**src/rtl/func_pkg.sv**
```systemverilog
// Shared types and constants for the cube-plus-root arithmetic unit.
// Pure declarations: no latency, no flow control.
package func_pkg;

   typedef enum logic [1:0] {
      IDLE = 2'd0,
      MUL1 = 2'd1,
      MUL2 = 2'd2,
      DONE = 2'd3
   } state_t;

   localparam int MUL_CYCLES = 8;
   localparam int SQRT_ITERS = 4;
   localparam int OP_W       = 8;
   localparam int RES_W      = 24;

endpackage

```
**src/rtl/func_mul.sv**
```systemverilog
// Shift-add multiplier, 16b x 8b -> 24b; start performs the first of 8 iterations.
// Latency 8 edges including the start edge; done marks the final iteration cycle; no backpressure.
module func_mul
   import func_pkg::*;
(
   input  logic             clk_i,
   input  logic             rst_i,
   input  logic             start,
   input  logic [15:0]      mcand,
   input  logic [OP_W-1:0]  mplier,
   output logic [RES_W-1:0] prod,
   output logic             done
);

   logic [RES_W-1:0] mc_q;
   logic [OP_W-1:0]  mp_q;
   logic [3:0]       cnt_q;
   logic             run_q;

   // High during the cycle whose closing edge adds the last partial product.
   assign done = run_q && (cnt_q == 4'(MUL_CYCLES - 1));

   always_ff @(posedge clk_i or negedge rst_i) begin
      if (!rst_i) begin
         prod  <= '0;
         mc_q  <= '0;
         mp_q  <= '0;
         cnt_q <= '0;
         run_q <= 1'b0;
      end else if (start) begin
         prod  <= mplier[0] ? RES_W'(mcand) : '0;
         mc_q  <= RES_W'(mcand) << 1;
         mp_q  <= mplier >> 1;
         cnt_q <= 4'd1;
         run_q <= 1'b1;
      end else if (run_q) begin
         prod  <= prod + (mp_q[0] ? mc_q : '0);
         mc_q  <= mc_q << 1;
         mp_q  <= mp_q >> 1;
         cnt_q <= cnt_q + 4'd1;
         if (done)
            run_q <= 1'b0;
      end
   end

endmodule

```
**src/rtl/func_unit.sv**
```systemverilog
// Computes y = a^3 + floor(sqrt(b)) with one shared multiplier used twice.
// Latency 17 cycles accept-to-result; start_i ignored while busy_o is high.
module func_unit
   import func_pkg::*;
(
   input  logic             clk_i,
   input  logic             rst_i,
   input  logic             start_i,
   input  logic [OP_W-1:0]  a_i,
   input  logic [OP_W-1:0]  b_i,
   output logic             busy_o,
   output logic [RES_W-1:0] y_o
);

   state_t           state_q;
   logic [OP_W-1:0]  a_q;
   logic [OP_W-1:0]  b_q;
   logic [3:0]       root_q;
   logic [7:0]       rem_q;
   logic [2:0]       sq_cnt_q;
   logic             mul_go_q;

   logic [15:0]      mul_mcand;
   logic [RES_W-1:0] mul_prod;
   logic             mul_done;

   logic [7:0]       rem_sh;
   logic [7:0]       trial;
   logic             sq_fit;

   // First pass squares a; second pass multiplies that square by a again.
   assign mul_mcand = (state_q == MUL2) ? mul_prod[15:0] : {8'd0, a_q};

   // One restoring step: bring down the next bit pair, try subtracting 4*root+1.
   assign rem_sh = (rem_q << 2) | {6'd0, b_q[7:6]};
   assign trial  = {2'd0, root_q, 2'b01};
   assign sq_fit = (rem_sh >= trial);

   func_mul u_mul (
      .clk_i  (clk_i),
      .rst_i  (rst_i),
      .start  (mul_go_q),
      .mcand  (mul_mcand),
      .mplier (a_q),
      .prod   (mul_prod),
      .done   (mul_done)
   );

   always_ff @(posedge clk_i or negedge rst_i) begin
      if (!rst_i) begin
         state_q  <= IDLE;
         a_q      <= '0;
         b_q      <= '0;
         root_q   <= '0;
         rem_q    <= '0;
         sq_cnt_q <= '0;
         mul_go_q <= 1'b0;
         busy_o   <= 1'b0;
         y_o      <= '0;
      end else begin
         mul_go_q <= 1'b0;
         case (state_q)
            IDLE: begin
               if (start_i) begin
                  a_q      <= a_i;
                  b_q      <= b_i;
                  root_q   <= '0;
                  rem_q    <= '0;
                  sq_cnt_q <= '0;
                  mul_go_q <= 1'b1;
                  busy_o   <= 1'b1;
                  state_q  <= MUL1;
               end
            end
            MUL1: begin
               if (sq_cnt_q != 3'(SQRT_ITERS)) begin
                  rem_q    <= sq_fit ? (rem_sh - trial) : rem_sh;
                  root_q   <= {root_q[2:0], sq_fit};
                  b_q      <= b_q << 2;
                  sq_cnt_q <= sq_cnt_q + 3'd1;
               end
               if (mul_done) begin
                  mul_go_q <= 1'b1;
                  state_q  <= MUL2;
               end
            end
            MUL2: begin
               if (mul_done)
                  state_q <= DONE;
            end
            DONE: begin
               y_o     <= mul_prod + RES_W'(root_q);
               busy_o  <= 1'b0;
               state_q <= IDLE;
            end
            default: state_q <= IDLE;
         endcase
      end
   end

endmodule

```
**config.mk**
```make
export PLATFORM = sky130hd
export DESIGN_NAME = func_unit
export DESIGN_NICKNAME = d
export VERILOG_FILES = /design/src/rtl/func_pkg.sv /design/src/rtl/func_mul.sv /design/src/rtl/func_unit.sv
export SDC_FILE = /design/constraint.sdc
export NUM_CORES = 1
export LEC_CHECK = 0
export BUFFER_PORTS_ARGS = -buffer_cell sky130_fd_sc_hd__buf_2
export CORE_ASPECT_RATIO = 0.9
export CORE_MARGIN = 10
export CORE_UTILIZATION = 65
export CTS_CLUSTER_DIAMETER = 100
export CTS_CLUSTER_SIZE = 24
export DETAILED_ROUTE_END_ITERATION = 7
export GPL_TIMING_DRIVEN = 0
export MAX_ROUTING_LAYER = met4
export PLACE_DENSITY_LB_ADDON = 0.1
export REMOVE_ABC_BUFFERS = 1
export SYNTH_ARGS = -nofsm -noshare
export SYNTH_HDL_FRONTEND = slang
export SYNTH_SLANG_ARGS = --single-unit
```
**constraint.sdc**
```tcl
create_clock -name clk_i -period 6.01 [get_ports clk_i]
set_input_delay 0.601 -clock clk_i [delete_from_list [all_inputs] [get_ports clk_i]]
set_output_delay 0.601 -clock clk_i [all_outputs]
set_load 0.05 [all_outputs]
```
Word level (Yosys, flattened, before mapping)
Index checks and enable logic that the tools add are counted.

Multiplexer cells: 36. $lt $le $gt $ge: 1. Equal/unequal tests: 9. Add/subtract/negate cells: 5. Reductions and logical operators: 9. Bitwise logic cells: 1.

Operators with widths (count): $mux 24 (5); $mux 16 (2); $mux 8 (4); $add 24x24->24 (1); $add 24x4->24 (1); $mux 6 (3); $mux 4 (4); $pmux 8 s2 (1); $pmux 6 s2 (1); $ge 8x6->1 (1); $ne 2x2->1 const B (4); $or 8x2->8 (1); $pmux 2 s4 (1); $pmux 4 s2 (1); $mux 1 (6); $mux 2 (3); $mux 3 (2); $pmux 3 s2 (1); $reduce_and 3->1 (2); $reduce_bool 2->1 (3); $sub 6x6->6 (1); $add 4x1->4 const B (1); $eq 2x2->1 const B (2); $eq 4x3->1 const B (1); other kinds (7) (9).

Register bits after elaboration: 118. Input bits: 19. Word-level logic and storage cells: 75.

Longest topological paths before layout
Gate-level depths: netlist of the first run.

Depth after elaboration: 5. Gate-level depth with buffers: 12.

Hierarchy
A second synthesis of the first run with hierarchy kept.

Cell total of the unflattened synthesis: 756. Area total of the unflattened synthesis: 7040.5 µm².

Modules (own cells, without submodules): func_mul (area each 3819.9 µm², cells an instance 417, sequential area each 1476.4 µm², times used 1); func_unit (area each 3220.6 µm², cells an instance 339, sequential area each 1426.4 µm², times used 1).

Worst setup path before layout of the first run
OpenSTA, ideal clock, no wires.

Kind: reg-to-reg. Start point: register u_mul.mp_q[0]. End point: register u_mul.prod[23]. Setup slack: 3.190 ns. Arrival: 2.695 ns. Setup time: 0.125 ns. Cell stages (with the launch flop): 13. Data required time: 5.885 ns. Clock period less this slack: 2.820 ns. Path buffers: 1. Path through: dfrtp_1 clkbuf_1 and2_1 ha_1 inv_1 fa_1 nand2b_1 a21oi_2 o2111ai_1 a211o_1 a31oi_1 and3b_1 mux2_4.

Cells in the longest elaborated chain, start to end: 4.

Ends and longest elaborated chain: start: declaration (line func_mul.sv:16) `logic [OP_W-1:0] mp_q;`; start signal: assignment (line func_mul.sv:33) `mp_q <= mplier >> 1;`; start signal: assignment (line func_mul.sv:39) `mp_q <= mp_q >> 1;`; $mux 24 (line func_mul.sv:37) `prod <= prod + (mp_q[0] ? mc_q : '0);`; $add 24x24->24 (line func_mul.sv:37); $mux 24 (line func_mul.sv:36) `end else if (run_q) begin`; $mux 24 (line func_mul.sv:30) `end else if (start) begin`; end signal: assignment (line func_mul.sv:31) `prod <= mplier[0] ? RES_W'(mcand) : '0;`; end signal: assignment (line func_mul.sv:37); end: declaration (line func_mul.sv:11) `output logic [RES_W-1:0] prod,`.

Every way passes these cells. The select of a mux whose other input is x is not followed. A chain may end at the register's enable or synchronous reset.

Worst setup path after layout of the first run
Ends and elaborated chain as after synthesis.

==> results of run 1 <==
-- cells in the final DEF (no fill, tap or decap), types with 14 or more instances in the layout --
| cell | count |
|---|---|
| a21o_1 | 17 |
| and2_1 | 23 |
| dfrtp_1 | 114 |
| mux2i_1 | 46 |
| xor2_1 | 14 |
| nand3_1 | 18 |
| a21oi_1 | 55 |
| buf_2 | 42 |
| inv_1 | 35 |
| xnor2_1 | 28 |
| nand2_1 | 58 |
| ha_1 | 38 |
| nor2b_1 | 17 |
| o21ai_0 | 56 |
| nor2_1 | 53 |
| clkbuf_16 | 17 |
-- metal layers --
metal | up-vias | global-route usage, %
met4 | 0 | 5.84
met3 | 21 | 5.40
met2 | 145 | 30.8
li1 | 2624 | -
met5 | - | -
met1 | 2644 | 30.3
-- registers in the layout (all words and copies together) (netlist names) --
signal       cells
u_mul.cnt_q      4
b_q              8
state_q          2
u_mul.prod      24
u_mul.mc_q      23
root_q           4
busy_o           1
mul_go_q         1
sq_cnt_q         3
u_mul.mp_q       7
a_q              8
y_o             24
rem_q            6
u_mul.run_q      1
-- cell type report --
cell class                      count  area, um2
Sequential cell                   116       2910
Multi-Input combinational cell    543       3720
Fill cell                         716       2460
Tap cell                          129        161
Timing Repair Buffer               46        285
Clock buffer                       22        474
Clock inverter                      9        153
Inverter                           35        131
-- per-stage QoR --
| step | worst slack [ns] | hold slack (ns) |
|---|---|---|
| floorplan | 3.19 | 0.305 |
| finish | 2.64 | 0.222 |
| detailed placement | 2.67 | 0.476 |
| global route | 2.44 | 0.275 |
| CTS | 2.65 | 0.244 |
| global placement | 2.44 | 0.461 |
-- power breakdown --
group	switching [mW]	total, mW	internal (mW)
Clock	0.351	1.07	0.722
Sequential	0.362	1.48	1.12
Combinational	1.25	2.04	0.789
Total	1.97	4.60	2.63
-- synthesized netlist by cell type, types with 5 or more instances --
master,count,area share [%]
mux2_2,13,2.1
a211oi_1,8,0.87
a21boi_0,5,0.55
clkbuf_1,27,1.5
dfrtp_1,116,42
and2_1,23,2.1
a21o_1,17,1.9
nand3_1,18,1.3
ha_1,39,7.1
nand2_1,58,3.2
nor2_1,53,2.9
nand2b_1,12,1.1
inv_1,35,1.9
nor3_1,6,0.44
o22ai_1,9,0.82
xor2_1,14,1.8
a21oi_1,55,4.0
xnor2_1,28,3.6
mux2i_1,46,6.7
nand4_1,8,0.73
nor2b_1,17,1.5
o21ai_0,56,4.1
-- how the worst max path moves through the flow --
stage | from | endpoint | cells after the start
after floorplan | u_mul.mp_q[0]$_DFFE_PN0N_ | u_mul.prod[23]$_DFFE_PN0N_ | 11
after CTS | u_mul.mp_q[0]$_DFFE_PN0N_ | u_mul.prod[23]$_DFFE_PN0N_ | 11
final | u_mul.mp_q[0]$_DFFE_PN0N_ | u_mul.prod[23]$_DFFE_PN0N_ | 11
after detailed placement | u_mul.mp_q[0]$_DFFE_PN0N_ | u_mul.prod[23]$_DFFE_PN0N_ | 11
after global routing | u_mul.mp_q[0]$_DFFE_PN0N_ | u_mul.prod[23]$_DFFE_PN0N_ | 11
after global placement | mul_go_q$_DFF_PN0_ | u_mul.prod[14]$_DFFE_PN0N_ | 3
-- logic make-up after synthesis --
logic type | count (synthesis) | synth area share [%]
multiplexers | 60 | 9.04
flip-flops | 116 | 42.2
XOR/XNOR | 42 | 5.35
buffers and inverters | 69 | 3.84
adder cells (fa/ha/maj) | 41 | 7.67
AO/OA/AOI/OAI | 186 | 16.3
AND/OR/NAND/NOR | 214 | 15.6
==> flow_metrics.py, run 1 <==
metrics = {
    "outcome": {
        "status": "completed",
    },
    "critical_path": {
        "crit_slowest_cell": "dfrtp_1",
        "rr_endpoint": "u_mul.prod[23]$_DFFE_PN0N_",
        "crit_type": "flip-flop to flip-flop",
        "slowest_delay_ns": 0.80,
        "endpoint_kind": "flip-flop",
        "crit_buf_inv": 1,
        "cp_max_fo": 24,
        "reg2reg_depth": 11,
        "cp-start-kind": "flip-flop",
        "cp_top_family": "compound AO/OA/AOI/OAI gates",
        "r2r_slack_ns": 2.64,
        "crit_chain": "and2_1 -> ha_1 -> inv_1 -> fa_1 -> nand2b_1 -> a21oi_2 -> o2111ai_1 -> a211o_1 -> a31oi_1 -> and3b_1 -> mux2_4",
        "arrival_ns": 3.67,
        "r2r-start": "u_mul.mp_q[0]$_DFFE_PN0N_",
        "cp_data_required_time_ns": 6.31,
    },
    "yosys": {
        "yosys_warnings": 0,
        "synthFlopType": "dfrtp_1",
        "ys_ff_latch": 116,
        "synth_cell_types": 58,
        "synth_edf_count": 0,
        "seq_area_frac_synth_pct": 42.2,
        "netlist_area_um2": 6880,
        "synth-async-reset-ratio_pct": 100,
        "postSynthCellCount": 728,
        "syn_avg_cell_area_um2": 9.45,
    },
    "pwr": {
        "power_mw": 4.60,
        "p_leak_nw": 3.70,
        "powerDensity_nw_per_um2": 587,
        "ir_drop_mv": 0.510,
    },
    "place": {
        "dp_hpwl_um": 10700,
        "place_area_um2": 7200,
        "gp_congestion": 0.884,
        "post-place-cells": 869,
        "io_buffers": 43,
    },
    "clock_network": {
        "postCtsHoldBufs": 0,
        "max-clock-path-buffers": 2,
        "post_cts_buffers": 0,
        "cts_tree": "built",
        "clock-root-buffer": "clkbuf_16",
        "ctsResizeCount": 0,
        "clk_pin_slew_ns": 0.05,
        "insertion_delay_ns": 0.42,
        "numCtsBuffers": 17,
        "htreeDepth": 4,
        "cts_sinks": 116,
    },
    "hold_path": {
        "hold_path_class": "input port to async pin",
    },
    "job": {
        "maxCapViolations": 0,
    },
    "grt": {
        "grt_pass1_vias": 5323,
        "grt_antenna_before_repair": 0,
        "grt_pass1_wl_um": 26500,
        "globalRouteOverflowTotal": 0,
        "grt_start_max_net_pins": 64,
        "grt.total_usage_pct": 21.7,
    },
    "sta": {
        "max_freq_mhz": 296,
        "period_share_pct": 56.1,
        "clock_skew_ns": 0.0104,
        "relSlewSlack_pct": 35.6,
        "fin_tns_setup_ns": 0,
        "slew_violations": 0,
        "hold_violations": 0,
        "rsz0062_at_grt": "no",
        "worst_slew_pin_slew_ns": 0.966,
        "setup_viol": 0,
        "fin_crit_ns": 3.37,
    },
    "floorplan": {
        "die_x_um": 128,
        "initial_utilization_pct": 66.9,
        "pin_count": 44,
        "core_area_um2": 10300,
        "core.rowCount": 35,
        "die_area_um2": 15100,
        "die_h_um": 118,
    },
    "routing": {
        "top_layer": "met4",
        "drc": 0,
        "drt-met1-wl_um": 7400,
        "route.met2.wl_um": 7010,
        "ant_nets": 0,
        "wl_um": 15600,
        "vias": 5434,
        "drt_pass1_iterations": 5,
        "drt_iter0_markers": 414,
        "dr_wl_met3_um": 1030,
        "wl_per_cell_um": 17.3,
        "vias_per_cell": 6.04,
    },
    "layout": {
        "syn_to_final_growth_pct": 13.8,
        "final_util_pct": 76.1,
        "final_cells": 900,
        "drive_above_1_share_pct": 13.0,
        "num_antenna_cells": 0,
        "finalInstanceArea_um2": 7830,
        "nNetsFinal": 819,
    },
}
Note: power is estimated with default switching activity, not from simulation.
==> run 2, diff against run 1 <==
--- a/config.mk
+++ b/config.mk
@@ -8,7 +8,7 @@
 export BUFFER_PORTS_ARGS = -buffer_cell sky130_fd_sc_hd__buf_2
 export CORE_ASPECT_RATIO = 0.9
 export CORE_MARGIN = 10
-export CORE_UTILIZATION = 65
+export CORE_UTILIZATION = 61
 export CTS_CLUSTER_DIAMETER = 100
 export CTS_CLUSTER_SIZE = 24
 export DETAILED_ROUTE_END_ITERATION = 7
==> constraint.sdc (replaced) <==
create_clock -name clk_i -period 3.17 [get_ports clk_i]
set_input_delay 0.317 -clock clk_i [delete_from_list [all_inputs] [get_ports clk_i]]
set_output_delay 0.317 -clock clk_i [all_outputs]
set_load 0.05 [all_outputs]
==> run 2 against run 1 <==
  * Largest cell class unchanged
  * First-iteration DRC count grew 15%
  * Cell count grew 2.7%
  * Largest power group unchanged
  * Critical endpoint unchanged
  * Combinational power grew 90%
  * Wire length grew 0.65%
  * Non-clock buffer count grew 2
  * Utilization shrank 4.9 points
  * Critical path type unchanged
  * Global-route usage shrank 0.98 points
  * Highest routed layer unchanged
==> flow_metrics.py, run 2 (synthesis results as in run 1) <==
metrics = {
    "sta": {
        "hold_violations": 0,
        "clock_skew_ns": 0.0116,
        "setup_viol": 0,
        "fin_crit_ns": 3.00,
        "period_share_pct": 94.7,
        "relSlewSlack_pct": 38.0,
        "rsz0062_at_grt": "no",
        "fin_tns_setup_ns": 0,
        "slew_violations": 0,
        "max_freq_mhz": 333,
        "worst_slew_pin_slew_ns": 0.930,
        "whs_ns": 0.112,
    },
    "pwr": {
        "p_seq_share_pct": 33.4,
        "netSwitchingPower_mw": 3.70,
        "p_int_mw": 4.72,
        "swShare_pct": 44.0,
        "ir_drop_mv": 0.508,
        "p_clk_share_pct": 20.5,
        "powerDensity_nw_per_um2": 1080,
        "p_comb_share_pct": 46.1,
        "p_leak_nw": 3.68,
    },
    "routing": {
        "drc": 0,
        "vias_per_cell": 5.86,
        "wl_per_cell_um": 17.0,
        "vias": 5417,
        "drt_iter0_markers": 476,
        "drt_pass1_iterations": 5,
        "wl_um": 15700,
        "ant_nets": 0,
    },
    "grt": {
        "globalRouteOverflowTotal": 0,
        "grt.total_usage_pct": 20.8,
        "grt_start_max_net_pins": 64,
        "grt_pass1_wl_um": 26500,
        "grt_antenna_before_repair": 0,
        "grt_pass1_vias": 5312,
    },
    "floorplan": {
        "core.rowCount": 36,
        "initial_utilization_pct": 62.9,
        "die_x_um": 132,
        "pin_count": 44,
        "die_h_um": 121,
        "die_area_um2": 15900,
        "core_area_um2": 10900,
    },
    "critical_path": {
        "endpoint_kind": "flip-flop",
        "reg2reg_depth": 11,
        "arrival_ns": 3.30,
        "crit_type": "flip-flop to flip-flop",
        "cp-start-kind": "flip-flop",
        "cp_data_required_time_ns": 3.47,
        "r2r-start": "u_mul.mp_q[0]$_DFFE_PN0N_",
        "cp_max_fo": 13,
        "crit_slowest_cell": "dfrtp_4",
        "crit_chain": "and2_1 -> ha_1 -> inv_1 -> fa_1 -> nand2b_1 -> a21oi_2 -> o2111ai_2 -> a211o_1 -> a31oi_1 -> and3b_1 -> mux2_4",
        "slowest_delay_ns": 0.49,
        "startpoint": "u_mul.mp_q[0]$_DFFE_PN0N_",
    },
    "layout": {
        "final_cell_mix": "dfrtp_1, nand2_1, o21ai_0, a21oi_1, nor2_1",
        "num_antenna_cells": 0,
        "top_regs": "u_mul.prod (24), y_o (24), u_mul.mc_q (23)",
        "final_common_cell": "dfrtp_1",
        "final_util_pct": 71.2,
        "syn_to_final_growth_pct": 13.3,
        "nNetsFinal": 821,
        "drive_above_1_share_pct": 13.0,
    },
    "hold_path": {
        "min_from": "b_i[0]",
        "hold_path_class": "input port to flip-flop",
        "min_path_cells": 2,
    },
    "clock_network": {
        "clock-root-buffer": "clkbuf_16",
        "cts_sinks": 116,
        "max-clock-path-buffers": 2,
        "insertion_delay_ns": 0.42,
        "cts_tree": "built",
        "clk_pin_slew_ns": 0.05,
        "htreeDepth": 4,
        "numCtsBuffers": 17,
    },
    "place": {
        "dp_hpwl_um": 10900,
        "gp_congestion": 0.853,
        "io_buffers": 43,
    },
    "outcome": {
        "status": "completed",
    },
    "job": {
        "maxCapViolations": 0,
    },
}
run 2: cell count changes in the layout (fill, tap and decap cells not counted), sizes merged:
cell / before / now
bufinv: 4 / 0
dlygate4sd3: 0 / 1
clkbuf: 22 / 26
buf: 46 / 47
clkinv: 2 / 3
clkinvlp: 3 / 1
run 2: layout make-up:
class / instances / area (um2)
repair buffers: 48 / 303
clock inverters: 4 / 22.5
well taps: 152 / 190
inverters: 35 / 131
multi-input cells: 543 / 3730
fillers: 858 / 3150
flip-flops and latches: 116 / 2910
clock buffers: 26 / 509
run 2: power by group through the flow:
stage                     Clock, mW  Sequential (mW)  Combinational, mW
final                          1.73             2.81               3.88
after global routing           1.82             2.91               4.29
after detailed placement          0             2.82               3.81
after floorplan                   0             3.23               2.38
after CTS                      1.75             2.81               3.86
after global placement            0             2.88               3.54
run 2: worst max-delay path, delay by kind of cell, from the launching register on:
| kind | cells | cell delay (ns) |
|---|---|---|
| compound gates | 4 | 0.91 |
| fa+ha+maj | 2 | 0.57 |
| buf+inv | 1 | 0.06 |
| flops | 1 | 0.49 |
| mux | 1 | 0.29 |
| simple gates | 3 | 0.54 |
run 2: per-layer routing:
layer / global-route usage [%] / wire [um] / vias up
met5: - / 0 / -
met4: 6.74 / 161 / 0
met3: 4.84 / 816 / 17
met2: 31.3 / 7060 / 136
met1: 27.2 / 7670 / 2644
li1: - / - / 2620
run 2: final timing paths:
check	slack (ns)	end
max in group asynchronous	1.92	u_mul.mp_q[0]$_DFFE_PN0N_
worst max register to register	0.17	u_mul.prod[23]$_DFFE_PN0N_
worst max-delay path	0.17	u_mul.prod[23]$_DFFE_PN0N_
min in group asynchronous	0.49	rem_q[2]$_DFFE_PN0P_
worst min-delay path	0.11	b_q[0]$_DFFE_PN0P_
worst min register to register	0.49	b_q[5]$_DFFE_PN0P_
run 2: timing repair:
action / 4_1_cts / 5_1_grt
hold buffers: 1 / 0
pin swaps: 0 / 0
gates resized for setup: 2 / 2
gates cloned: 0 / 0
setup endpoints to repair: 3 / 1
endpoints found under the hold margin: 55 / 0
buffers inserted: 0 / 1
run 2: per-stage QoR:
stage / instances / cell area (um2) / worst slack (ns) / total power [mW]
after global routing: 924 / 7790 / 0.0241 / 9.02
after global placement: 889 / 7150 / -0.415 / 6.42
after detailed placement: 892 / 7230 / -0.182 / 6.63
after floorplan: 694 / 6750 / 0.354 / 5.60
final: 924 / 7790 / 0.169 / 8.42
after CTS: 923 / 7780 / 0.00748 / 8.41
==> run 3, diff against run 2 <==
==> constraint.sdc (replaced) <==
create_clock -name clk_i -period 3.17 [get_ports clk_i]
set_input_delay 0.1585 -clock clk_i [delete_from_list [all_inputs] [get_ports clk_i]]
set_output_delay 0.1585 -clock clk_i [all_outputs]
set_load 0.05 [all_outputs]
==> run 3 against run 2 <==
  * Sequential share of layout area shrank 0.47 points
  * First-iteration DRC count up 8.0%
  * Design area grew 1.3%
  * Clock skew up 0.0025 ns
  * Fmax shrank 0.28%
  * Sequential cell count unchanged
  * Global-route usage is 0.089 points higher
  * Wire length grew 0.78%
  * Sequential power about the same
  * Combinational power about the same
  * Power rose by 0.17%
  * Clock-buffer cell count did not move
  * Critical endpoint unchanged
  * Largest cell class unchanged
  * Largest power group unchanged
==> flow_metrics.py, run 3 (synthesis results as in run 1) <==
metrics = {
    "critical_path": {
        "cp_top_family": "compound AO/OA/AOI/OAI gates",
        "rr_endpoint": "u_mul.prod[23]$_DFFE_PN0N_",
        "cp_data_required_time_ns": 3.47,
        "cp-start-kind": "flip-flop",
        "r2r-start": "u_mul.mp_q[0]$_DFFE_PN0N_",
        "crit_buf_inv": 1,
        "arrival_ns": 3.31,
        "crit_type": "flip-flop to flip-flop",
        "slowest_delay_ns": 0.50,
        "endpoint_kind": "flip-flop",
        "crit_chain": "and2_1 -> ha_1 -> inv_1 -> fa_1 -> nand2b_1 -> a21oi_2 -> o2111ai_2 -> a211o_1 -> a31oi_1 -> and3b_1 -> mux2_4",
        "cp_max_fo": 13,
        "r2r_slack_ns": 0.16,
        "crit_slowest_cell": "dfrtp_4",
        "reg2reg_depth": 11,
    },
    "place": {
        "gp_congestion": 0.853,
        "dp_hpwl_um": 10900,
        "io_buffers": 43,
        "post-place-ws_ns": -0.182,
    },
    "routing": {
        "vias": 5416,
        "drt_pass1_iterations": 5,
        "drt_iter0_markers": 514,
        "drc": 0,
        "wl_per_cell_um": 16.9,
        "ant_nets": 0,
        "wl_um": 15800,
        "vias_per_cell": 5.80,
    },
    "hold_path": {
        "hold_path_class": "input port to flip-flop",
        "min_path_cells": 3,
        "hold_path_end": "b_q[5]$_DFFE_PN0P_",
        "min_from": "b_i[5]",
    },
    "grt": {
        "grt_start_max_net_pins": 64,
        "grt.total_usage_pct": 20.9,
        "grt_pass1_wl_um": 26600,
        "grt_antenna_before_repair": 0,
        "globalRouteOverflowTotal": 0,
        "grt_pass1_vias": 5349,
    },
    "sta": {
        "layout_setup_ws_ns": 0.161,
        "fin_crit_ns": 3.01,
        "setup_viol": 0,
        "rsz0062_at_grt": "no",
        "worst_slew_pin_slew_ns": 0.913,
        "clock_skew_ns": 0.0141,
        "max_freq_mhz": 332,
        "slew_violations": 0,
        "relSlewSlack_pct": 39.1,
        "period_share_pct": 94.9,
        "hold_violations": 0,
    },
    "layout": {
        "drive_above_1_share_pct": 12.8,
        "nFillCells": 847,
        "final_common_cell": "dfrtp_1",
        "top_regs": "u_mul.prod (24), y_o (24), u_mul.mc_q (23)",
        "final_util_pct": 72.1,
        "num_antenna_cells": 0,
        "nNetsFinal": 831,
        "final_cell_mix": "dfrtp_1, nand2_1, o21ai_0, a21oi_1, nor2_1",
        "syn_to_final_growth_pct": 14.7,
    },
    "clock_network": {
        "clk_pin_slew_ns": 0.05,
        "clock-root-buffer": "clkbuf_16",
        "insertion_delay_ns": 0.42,
        "htreeDepth": 4,
        "numCtsBuffers": 17,
        "cts_sinks": 116,
        "max-clock-path-buffers": 2,
        "cts_tree": "built",
    },
    "job": {
        "maxCapViolations": 0,
    },
    "floorplan": {
        "die_h_um": 121,
        "pin_count": 44,
        "die_area_um2": 15900,
        "core_area_um2": 10900,
        "core.rowCount": 36,
        "die_x_um": 132,
        "initial_utilization_pct": 62.9,
    },
    "pwr": {
        "p_leak_nw": 3.72,
        "power_mw": 8.43,
        "ir_drop_mv": 0.513,
        "powerDensity_nw_per_um2": 1070,
    },
    "outcome": {
        "status": "completed",
    },
}
[run 3: cell types whose count changed in the layout (fill, tap and decap cells not counted)]
cell / delta
dlygate4sd3_1: +10
[run 3: what timing repair did]
action,in CTS,in global routing
hold buffers,11,0
setup endpoints to repair,3,1
buffers inserted,0,1
endpoints found under the hold margin,65,0
resized for setup,2,2
[run 3: how the worst max path moves through the flow]
| stage | startpoint | slack [ns] | end | cells past startpoint |
|---|---|---|---|---|
| after floorplan | u_mul.mp_q[0]$_DFFE_PN0N_ | 0.35 | u_mul.prod[23]$_DFFE_PN0N_ | 11 |
| after global placement | mul_go_q$_DFF_PN0_ | -0.42 | u_mul.prod[14]$_DFFE_PN0N_ | 3 |
| after detailed placement | u_mul.mp_q[0]$_DFFE_PN0N_ | -0.18 | u_mul.prod[23]$_DFFE_PN0N_ | 11 |
| after CTS | u_mul.mp_q[0]$_DFFE_PN0N_ | 0.007 | u_mul.prod[23]$_DFFE_PN0N_ | 11 |
| after global routing | u_mul.mp_q[0]$_DFFE_PN0N_ | 0.02 | u_mul.prod[23]$_DFFE_PN0N_ | 11 |
| final | u_mul.mp_q[0]$_DFFE_PN0N_ | 0.16 | u_mul.prod[23]$_DFFE_PN0N_ | 11 |
[run 3: layout make-up]
class	instances	area [um2]	area share [%]
inverters	35	131	1.66
repair buffers	58	403	5.10
clock inverters	4	22.5	0.285
well taps	152	190	2.41
clock buffers	26	509	6.45
multi-input cells	543	3730	47.2
flip-flops and latches	116	2910	36.8
[run 3: layer usage]
layer	wire length, um	vias up	global-route usage [%]
li1	-	2637	-
met1	7620	2641	27.2
met2	7260	125	31.5
met3	810	13	4.88
met4	144	0	6.88
met5	0	-	-
[run 3: report_power, final]
group          switching [mW]  internal (mW)  total, mW  leakage, nW
logic                    2.38           1.51       3.89         1.99
clock network           0.642           1.09       1.73        0.262
registers               0.684           2.13       2.81         1.47
[run 3: through the flow]
step,hold WS [ns],std cells,setup TNS (ns),area (um2)
after floorplan,-0.137,694,0,6750
after global placement,0.381,889,-3.26,7150
after detailed placement,0.254,892,-0.182,7230
after CTS,0.0205,933,0,7880
after global routing,0.0480,934,0,7900
final,0.0346,934,0,7900
[run 3: tightest hold or removal path: stages]
cell and delay, ns:
buf_2 0.08, mux2i_1 0.05, o21ai_0 0.13
